===== config.mk =====
export PLATFORM = sky130hd
export DESIGN_NAME = imm_decode_stage
export DESIGN_NICKNAME = d
export VERILOG_FILES = /design/src/rtl/riscv_imm_pkg.sv /design/src/rtl/imm_decode.sv /design/src/rtl/imm_decode_stage.sv
export SDC_FILE = /design/constraint.sdc
export NUM_CORES = 1
export LEC_CHECK = 0
export ABC_AREA = 1
export BUFFER_PORTS_ARGS = -buffer_cell sky130_fd_sc_hd__buf_2
export CAP_MARGIN = 40
export CORE_MARGIN = 10
export CORE_UTILIZATION = 30
export DETAILED_ROUTE_END_ITERATION = 10
export PLACE_DENSITY_LB_ADDON = 0.12
export SLEW_MARGIN = 10
export SYNTH_ARGS = -nofsm -noshare
export SYNTH_HDL_FRONTEND = slang
export SYNTH_SLANG_ARGS = --single-unit

===== constraint.sdc =====
create_clock -name clk -period 2.43 [get_ports clk]
set_clock_uncertainty 0.2 [all_clocks]
set_input_delay 0.1215 -clock clk [delete_from_list [all_inputs] [get_ports clk]]
set_output_delay 0.1215 -clock clk [all_outputs]
set_load 0.03 [all_outputs]

===== src/rtl/riscv_imm_pkg.sv =====
// Immediate-format codes and RV32/RV64 base opcode constants shared by
// the decoder and the decode stage.
package riscv_imm_pkg;

    typedef enum logic [2:0] {
        IMM_NONE = 3'd0,
        IMM_I    = 3'd1,
        IMM_S    = 3'd2,
        IMM_B    = 3'd3,
        IMM_U    = 3'd4,
        IMM_J    = 3'd5,
        IMM_Z    = 3'd6
    } imm_type_e;

    localparam logic [6:0] OPC_LUI       = 7'b0110111;
    localparam logic [6:0] OPC_AUIPC     = 7'b0010111;
    localparam logic [6:0] OPC_JAL       = 7'b1101111;
    localparam logic [6:0] OPC_JALR      = 7'b1100111;
    localparam logic [6:0] OPC_BRANCH    = 7'b1100011;
    localparam logic [6:0] OPC_LOAD      = 7'b0000011;
    localparam logic [6:0] OPC_STORE     = 7'b0100011;
    localparam logic [6:0] OPC_OP_IMM    = 7'b0010011;
    localparam logic [6:0] OPC_OP        = 7'b0110011;
    localparam logic [6:0] OPC_MISC_MEM  = 7'b0001111;
    localparam logic [6:0] OPC_SYSTEM    = 7'b1110011;
    localparam logic [6:0] OPC_OP_IMM_32 = 7'b0011011;
    localparam logic [6:0] OPC_OP_32     = 7'b0111011;

endpackage


===== src/rtl/imm_decode.sv =====
// Combinational immediate decoder: classifies the opcode, assembles the
// 32-bit immediate for its format and extends it to XLEN.
module imm_decode
    import riscv_imm_pkg::*;
#(
    parameter int XLEN = 32
) (
    input  logic [31:0]     instr,
    output logic [XLEN-1:0] imm,
    output logic [2:0]      imm_type,
    output logic            illegal
);

    imm_type_e   fmt;
    logic [31:0] imm32;
    logic [6:0]  opcode;
    logic        unused_funct3;

    assign opcode        = instr[6:0];
    assign unused_funct3 = ^instr[13:12];
    assign imm_type      = fmt;

    always_comb begin
        fmt     = IMM_NONE;
        illegal = 1'b0;
        if (instr[1:0] != 2'b11) begin
            illegal = 1'b1;
        end else begin
            case (opcode)
                OPC_LUI, OPC_AUIPC:                fmt = IMM_U;
                OPC_JAL:                           fmt = IMM_J;
                OPC_BRANCH:                        fmt = IMM_B;
                OPC_JALR, OPC_LOAD, OPC_OP_IMM:    fmt = IMM_I;
                OPC_STORE:                         fmt = IMM_S;
                OPC_SYSTEM:                        fmt = instr[14] ? IMM_Z : IMM_I;
                OPC_OP, OPC_MISC_MEM:              fmt = IMM_NONE;
                OPC_OP_IMM_32: begin
                    if (XLEN == 64) fmt = IMM_I;
                    else            illegal = 1'b1;
                end
                OPC_OP_32: begin
                    if (XLEN != 64) illegal = 1'b1;
                end
                default:                           illegal = 1'b1;
            endcase
        end
    end

    always_comb begin
        imm32 = '0;
        case (fmt)
            IMM_I:   imm32 = {{20{instr[31]}}, instr[31:20]};
            IMM_S:   imm32 = {{20{instr[31]}}, instr[31:25], instr[11:7]};
            IMM_B:   imm32 = {{19{instr[31]}}, instr[31], instr[7], instr[30:25], instr[11:8], 1'b0};
            IMM_U:   imm32 = {instr[31:12], 12'b0};
            IMM_J:   imm32 = {{11{instr[31]}}, instr[31], instr[19:12], instr[20], instr[30:21], 1'b0};
            default: imm32 = '0;
        endcase
    end

    // Z is the only zero-extended format; everything else carries instr[31] up to XLEN.
    always_comb begin
        if (fmt == IMM_Z) imm = XLEN'(instr[19:15]);
        else              imm = XLEN'($signed(imm32));
    end

endmodule


===== src/rtl/imm_decode_stage.sv =====
// Immediate decode pipeline stage: decodes at the input and buffers results in
// a two-entry skid buffer (output register + skid register) with flush.
module imm_decode_stage
    import riscv_imm_pkg::*;
#(
    parameter int XLEN  = 32,
    parameter int CNT_W = 16
) (
    input  logic             clk,
    input  logic             rst_n,
    input  logic             flush,
    input  logic             in_valid,
    output logic             in_ready,
    input  logic [31:0]      in_instr,
    output logic             out_valid,
    input  logic             out_ready,
    output logic [31:0]      out_instr,
    output logic [XLEN-1:0]  out_imm,
    output logic [2:0]       out_imm_type,
    output logic             out_illegal,
    output logic [CNT_W-1:0] illegal_cnt
);

    logic [XLEN-1:0] dec_imm;
    logic [2:0]      dec_type;
    logic            dec_illegal;

    logic            out_v;
    logic            skid_v;
    logic [31:0]     skid_instr;
    logic [XLEN-1:0] skid_imm;
    logic [2:0]      skid_type;
    logic            skid_illegal;

    logic            accept;
    logic            deliver;
    logic            load_out;

    imm_decode #(.XLEN(XLEN)) u_dec (
        .instr    (in_instr),
        .imm      (dec_imm),
        .imm_type (dec_type),
        .illegal  (dec_illegal)
    );

    assign in_ready  = !skid_v;
    assign out_valid = out_v;
    assign accept    = in_valid && in_ready && !flush;
    assign deliver   = out_v && out_ready;
    assign load_out  = !out_v || out_ready;

    // Skid only fills while the output register is held; it drains first on release.
    always_ff @(posedge clk or negedge rst_n) begin
        if (!rst_n) begin
            out_v        <= 1'b0;
            skid_v       <= 1'b0;
            out_instr    <= '0;
            out_imm      <= '0;
            out_imm_type <= IMM_NONE;
            out_illegal  <= 1'b0;
            skid_instr   <= '0;
            skid_imm     <= '0;
            skid_type    <= IMM_NONE;
            skid_illegal <= 1'b0;
        end else if (flush) begin
            out_v  <= 1'b0;
            skid_v <= 1'b0;
        end else if (load_out) begin
            if (skid_v) begin
                out_v        <= 1'b1;
                skid_v       <= 1'b0;
                out_instr    <= skid_instr;
                out_imm      <= skid_imm;
                out_imm_type <= skid_type;
                out_illegal  <= skid_illegal;
            end else begin
                out_v <= accept;
                if (accept) begin
                    out_instr    <= in_instr;
                    out_imm      <= dec_imm;
                    out_imm_type <= dec_type;
                    out_illegal  <= dec_illegal;
                end
            end
        end else if (accept) begin
            skid_v       <= 1'b1;
            skid_instr   <= in_instr;
            skid_imm     <= dec_imm;
            skid_type    <= dec_type;
            skid_illegal <= dec_illegal;
        end
    end

    always_ff @(posedge clk or negedge rst_n) begin
        if (!rst_n) begin
            illegal_cnt <= '0;
        end else if (deliver && out_illegal && (illegal_cnt != '1)) begin
            illegal_cnt <= illegal_cnt + CNT_W'(1);
        end
    end

endmodule

; Word level (Yosys, flattened, before mapping)
; Cells that the tools add are included.
[word_totals]
reg_bits = 154
input_bits = 37
output_inout_bits = 86
word_cells = 71
[classes]
add_sub_neg = 1
eq_ne = 19
n_mux = 21
bitwise = 2
n_reduce_logical = 17
[ops]
columns = cell, count
row1 = $mux W32, 5
row2 = $pmux W32 S5, 1
row3 = $eq A7 B7 Y1 const B, 4
row4 = $eq A7 B6 Y1 const B, 3
row5 = $pmux W3 S6, 1
row6 = $add A16 B1 Y16 const B, 1
row7 = $ne A16 B16 Y1 const B, 1
row8 = $eq A7 B5 Y1 const B, 2
row9 = $mux W3, 4
row10 = $reduce_or A11 Y1, 1
row11 = $mux W1, 10
row12 = $eq A3 B3 Y1 const B, 3
row13 = $eq A7 B2 Y1 const B, 1
row14 = $eq A7 B4 Y1 const B, 1
row15 = $eq A3 B2 Y1 const B, 2
row16 = $reduce_and A3 Y1, 2
row17 = $logic_and A1 B1 Y1, 5
row18 = $reduce_bool A2 Y1, 2
row19 = $eq A3 B1 Y1 const B, 1
row20 = $logic_not A1 Y1, 3
row21 = $reduce_bool A3 Y1, 1
row22 = $reduce_or A3 Y1, 1
row23 = $ne A2 B2 Y1 const B, 1
row24 = $not A1 Y1, 2
row25 = other kinds (2), 2

; Depth between registers and ports, before layout
[logic_depth]
ltp_word = 9
ltp_mapped = 14
depth_no_buf = 13

; Hierarchy
; A second synthesis with hierarchy kept.
[unflattened]
cells_unflattened = 953
area_unflattened_um2 = 7499.7
[modules_own_cells]
columns = mod, instances, cells_per_inst, area_each_um2
row1 = imm_decode_stage, 1, 814, 6829.0
row2 = imm_decode, 1, 139, 670.6

; Worst setup path after synthesis
; Ideal clock, no wire load.
[synth_timing]
kind = register to register
startpoint = register illegal_cnt[0]
endpoint = register illegal_cnt[5]
setup_ps = 124
arrival_time_ps = 1657
required_ps = 2106
path_slack_ps = 448
stages_incl_launch_ff = 10
path_buffers = 1
synth_period_minus_slack_ps = 1982
path_cell_list = dfrtp_1 ha_1 nand3_1 nor2_1 nand3_1 nand2_1 buf_2 nor3_1 nand3_1 xor2_1
[synth_via]
elab_chain_len = 2
elab_cells_between_ends = 3
cone_classes = 1 x add/sub / 1 x eq/ne / 1 x reduce/logical
[synth_lines]
columns = item, line_no
row1 = start: declaration, imm_decode_stage.sv:21  ; output logic [CNT_W-1:0] illegal_cnt
row2 = start signal: assignment, imm_decode_stage.sv:98  ; illegal_cnt <= illegal_cnt + CNT_W'(1);
row3 = branches (longest 2 deep; another with $add A16 B1 Y16), --
; Parallel ways; which one is timed is not known.
; A chain may end at the register's enable or synchronous reset.

; Final worst setup path
[layout_timing]
startpoint = register skid_v
endpoint = register out_instr[16]
[layout_via]
elab_chain_len = 5
elab_cells_between_ends = 6
cone_classes = 1 x mux / 5 x reduce/logical
[layout_lines]
columns = item, line_no
row1 = start: declaration, imm_decode_stage.sv:29  ; logic skid_v;
row2 = start signal: assignment, imm_decode_stage.sv:56  ; skid_v <= 1'b0;
row3 = start signal: assignment, imm_decode_stage.sv:67  ; skid_v <= 1'b0;
row4 = start signal: assignment, imm_decode_stage.sv:71  ; skid_v <= 1'b0;
row5 = $logic_not A1 Y1, imm_decode_stage.sv:46  ; assign in_ready = !skid_v;
row6 = $logic_and A1 B1 Y1 (2 in a row), imm_decode_stage.sv:48  ; assign accept = in_valid && in_ready && !flush;
row7 = $reduce_bool A2 Y1 (no line), --
row8 = $reduce_and A3 Y1 (no line), --
row9 = end signal: assignment, imm_decode_stage.sv:72  ; out_instr <= skid_instr;
row10 = end signal: assignment, imm_decode_stage.sv:79  ; out_instr <= in_instr;
row11 = end: declaration, imm_decode_stage.sv:17  ; output logic [31:0] out_instr,
; Several ways; a longest one is shown, not always the timed one.

==> qor_table.md <==
| Stage | Metric | Value |
|:---|:---|:---|
| outcome | Result of the run | finished clean |
| timing | Crit share post-route | 0.852 |
| floorplanning | Row cnt | 56 |
| synthesis | Synth cell types | 34 |
| setup path | Critical R2R Launch | skid_v$_DFFE_PN0P_ |
| clock tree | Sink Count | 154 |
| synthesis | Post-synthesis cell area | 7240 sq um |
| timing | Shortest period the worst path allows | 2.07 ns |
| place | Routability Congestion | 0.811 |
| drt | Via density per instance | 4.60 |
| timing | Final setup vio count | 0 |
| timing | Pin slew with the least headroom to its limit | 0.537 ns |
| synthesis | Yosys reg bits | 154 |
| timing | Total count of hold-check failures in the final report | 0 |
| synthesis | Part of the Yosys area used for sequential elements | 0.532 |
| cells and area | Diodes inserted | 0 |
| setup path | Worst Path Arrival | 2.21 ns |
| place | Place WS | 0.411 ns |
| timing | Worst path setup slack after routing | 0.361 ns |
| place | Port bufs | 122 |
| clock tree | CTS tree | done |
| cells and area | Filler instances | 2,470 |
| setup path | Required time of the critical path | 2.57 ns |
| drt | Drt wl/cell | 16.3 um |
| clock tree | Clock Path Buffers | 2 |
| synthesis | Nets in the synthesized netlist | 928 |
| synthesis | Warnings from Yosys | 0 |
| floorplanning | Area of the core | 23,600 sq um |
| clock tree | Cell at the root of the clock tree | clkbuf_16 |
| timing | Setup TNS | 0 ns |
| clock tree | Post-CTS Hold Buffers | 38 |
| pwr | Worst ir drop on vdd | 0.000369 V |
| grt | First-pass GRT wire length | 36,400 um |
| setup path | FF-to-FF End | out_instr[16]$_DFFE_PN0P_ |
| floorplanning | Overall die height | 175 um |
| grt | Global route total overflow | 0 |
| drt | Remaining routing DRC violations | 0 |
| grt | Maximum number of pins on one net before global-route repair | 118 |
| setup path | Sort of element at the start of the critical path | register |
| place | Hpwl dp | 15,500 um |
| floorplanning | Initial core utilization | 0.307 |
| cells and area | Post-layout net count | 1,072 |
| drt | Antenna-violating nets left | 0 |
| clock tree | Setup fix buffers added after clock tree synthesis | 0 |
| cells and area | Layout cells sized above 1 | 0.192 |
| timing | Fmax | 0.483 GHz |
| worst hold path | Hold WC Path Type | input pin to async pin |
| timing | Number of max-slew violations in the final report | 0 |
| grt | Aggregate global-route resource usage | 0.148 |
| cells and area | Area added between synthesis and finish | 26.3% |
| setup path | CP Max Fanout | 15 |
| grt | Antenna violations before repair | 0 |
| drt | Post-detailed-routing wire length | 22,200 um |
| run | # Max-Cap Violations | 0 |
| setup path | Logic depth of the worst register-to-register path | 5 |
| synthesis | Avg Inst Size Synth | 8.14 sq um |
| drt | Starting DRC count in detailed routing | 605 |
| pwr | Power per Cell Area | 811 nW/um^2 |
| floorplanning | DIE AREA | 30,800 sq um |
| floorplanning | Number of primary I/O pins | 123 |
| setup path | Critical path class | register to register |
| timing | RSZ-0062 raised after global routing | no |
| clock tree | Post-cts resize count | 0 |
| floorplanning | Width of the die | 175 um |
| drt | Detailed-router iteration count before antenna repair | 4 |
| clock tree | Clock latency on the worst-skew pair | 0.42 ns |
| cells and area | Area taken by flip-flops and latches | 3850 sq um |
| clock tree | Clock-pin slew reported for the worst setup and hold paths after clock tree synthesis | 0.06 ns |
| clock tree | CTS H-tree lvls | 4 |
| drt | Total number of vias | 6,284 |
| synthesis | Mapped Cells | 890 |
| setup path | Register-to-register setup slack | 0.36 ns |
| grt | Via count of the first global-routing pass | 6,285 |
| cells and area | Multi-input logic area | 2960 sq um |
| setup path | Type of element capturing the critical path | register |
| timing | Worst slew margin | 0.642 |
| pwr | Static leakage | 4.77 nW |
| clock tree | Clock buffer count from CTS | 17 |
power by group:
part           switching, W  internal, W
clock               0.00110      0.00143
combinational       0.00104     0.000510
sequential         0.000290      0.00304
total               0.00244      0.00498
registers in the layout, indices dropped and copies added (netlist names):
register	cells
out_instr	32
out_valid	1
skid_v	1
skid_imm	32
skid_illegal	1
illegal_cnt	16
out_imm_type	3
out_imm	32
out_illegal	1
skid_instr	32
skid_type	3
worst max-delay path by stage:
stage          depth (start not counted)                          end                       start
2_1_floorplan                          9   illegal_cnt[5]$_DFFE_PN0P_  illegal_cnt[0]$_DFFE_PN0P_
6_report                               5    out_instr[16]$_DFFE_PN0P_          skid_v$_DFFE_PN0P_
5_1_grt                               13      out_imm[18]$_DFFE_PN0P_                 in_instr[4]
4_1_cts                                5    out_instr[16]$_DFFE_PN0P_          skid_v$_DFFE_PN0P_
3_3_place_gp                          10  illegal_cnt[14]$_DFFE_PN0P_  illegal_cnt[0]$_DFFE_PN0P_
3_5_place_dp                           8   illegal_cnt[5]$_DFFE_PN0P_  illegal_cnt[0]$_DFFE_PN0P_
critical path, cell delays in order (launching register included):
cell and delay (ns):
dfrtp_1 0.43, clkinv_2 0.11, a21oi_1 0.22, nand2_4 0.17, dlygate4sd3_1 0.69, o21ai_0 0.17
placed cells by master (no fill, tap or decap), types with 17 or more instances in the layout:
cell           synthesis  final
nand2_1              254    253
dfrtp_1              154    154
o21ai_0              121    121
buf_2                 13    121
nor2_1               100    100
inv_1                 49     49
nand3_1               45     45
dlygate4sd3_1          0     38
a21oi_1               22     22
clkbuf_16              0     17
cell families after synthesis:
| kind of cell | Yosys count | share of synthesized area |
|---|---|---|
| and+or+nand+nor | 432 | 0.251 |
| AOI/OAI and AO/OA | 180 | 0.136 |
| DFF | 154 | 0.532 |
| buffers and inverters | 108 | 0.0608 |
| xor gates and xnor gates | 15 | 0.0181 |
| adders and majority gates | 1 | 0.00173 |
area by class of cell:
cell class / instances / share of cell area
flip-flops and latches: 154 / 0.421
multi-input cells: 628 / 0.324
repair buffers: 173 / 0.127
clock buffers: 20 / 0.0488
well taps: 319 / 0.0436
inverters: 60 / 0.0248
clock inverters: 12 / 0.0111
cell usage after synthesis:
| master | number | area, sq um |
|---|---|---|
| nand2_1 | 254 | 953 |
| nand4_1 | 8 | 50.1 |
| a21oi_1 | 22 | 110 |
| clkinv_1 | 1 | 3.75 |
| nand3_2 | 3 | 30.0 |
| clkbuf_1 | 29 | 109 |
| nand3_1 | 45 | 225 |
| nor2_1 | 100 | 375 |
| inv_2 | 10 | 37.5 |
| buf_6 | 2 | 22.5 |
| xnor2_1 | 4 | 35.0 |
| nand2_4 | 4 | 45.0 |
| buf_2 | 13 | 65.1 |
| o21ai_1 | 9 | 45.0 |
| a31oi_1 | 15 | 93.8 |
| nor2_2 | 1 | 6.26 |
| nor3_1 | 4 | 20.0 |
| buf_1 | 3 | 11.3 |
| nor3_2 | 1 | 10.0 |
| and3_1 | 1 | 6.26 |
| a41oi_1 | 4 | 35.0 |
| buf_4 | 1 | 7.51 |
| a31oi_2 | 6 | 75.1 |
| inv_1 | 49 | 184 |
| nor2_4 | 3 | 33.8 |
| o22ai_1 | 1 | 6.26 |
| nand4_4 | 1 | 21.3 |
| o21ai_0 | 121 | 606 |
| nand2_2 | 6 | 37.5 |
| xor2_1 | 11 | 96.3 |
| ha_1 | 1 | 12.5 |
| nor4_1 | 1 | 6.26 |
| dfrtp_1 | 154 | 3850 |
| o21a_1 | 2 | 15.0 |
through the flow:
step	instance area, sq um	utilization	instances	hold slack (ns)	total power, W
2_1_floorplan	7240	-	890	-0.374	0.00433
3_3_place_gp	8220	0.348	1296	-0.0692	0.00489
3_5_place_dp	8220	0.348	1296	-0.0734	0.00490
4_1_cts	9150	0.387	1366	0.0412	0.00752
5_1_grt	9150	0.387	1366	0.0775	0.00786
6_report	9150	0.387	1366	0.0429	0.00742
layer usage:
metal | track usage | up-vias | routed length, um
met2 | 0.218 | 139 | 9740
met4 | 0.0378 | 0 | 195
met5 | 0 | - | 0
met1 | 0.210 | 2955 | 11000
met3 | 0.0395 | 13 | 1240
li1 | - | 3177 | -
(Power assumes the default switching activity.)
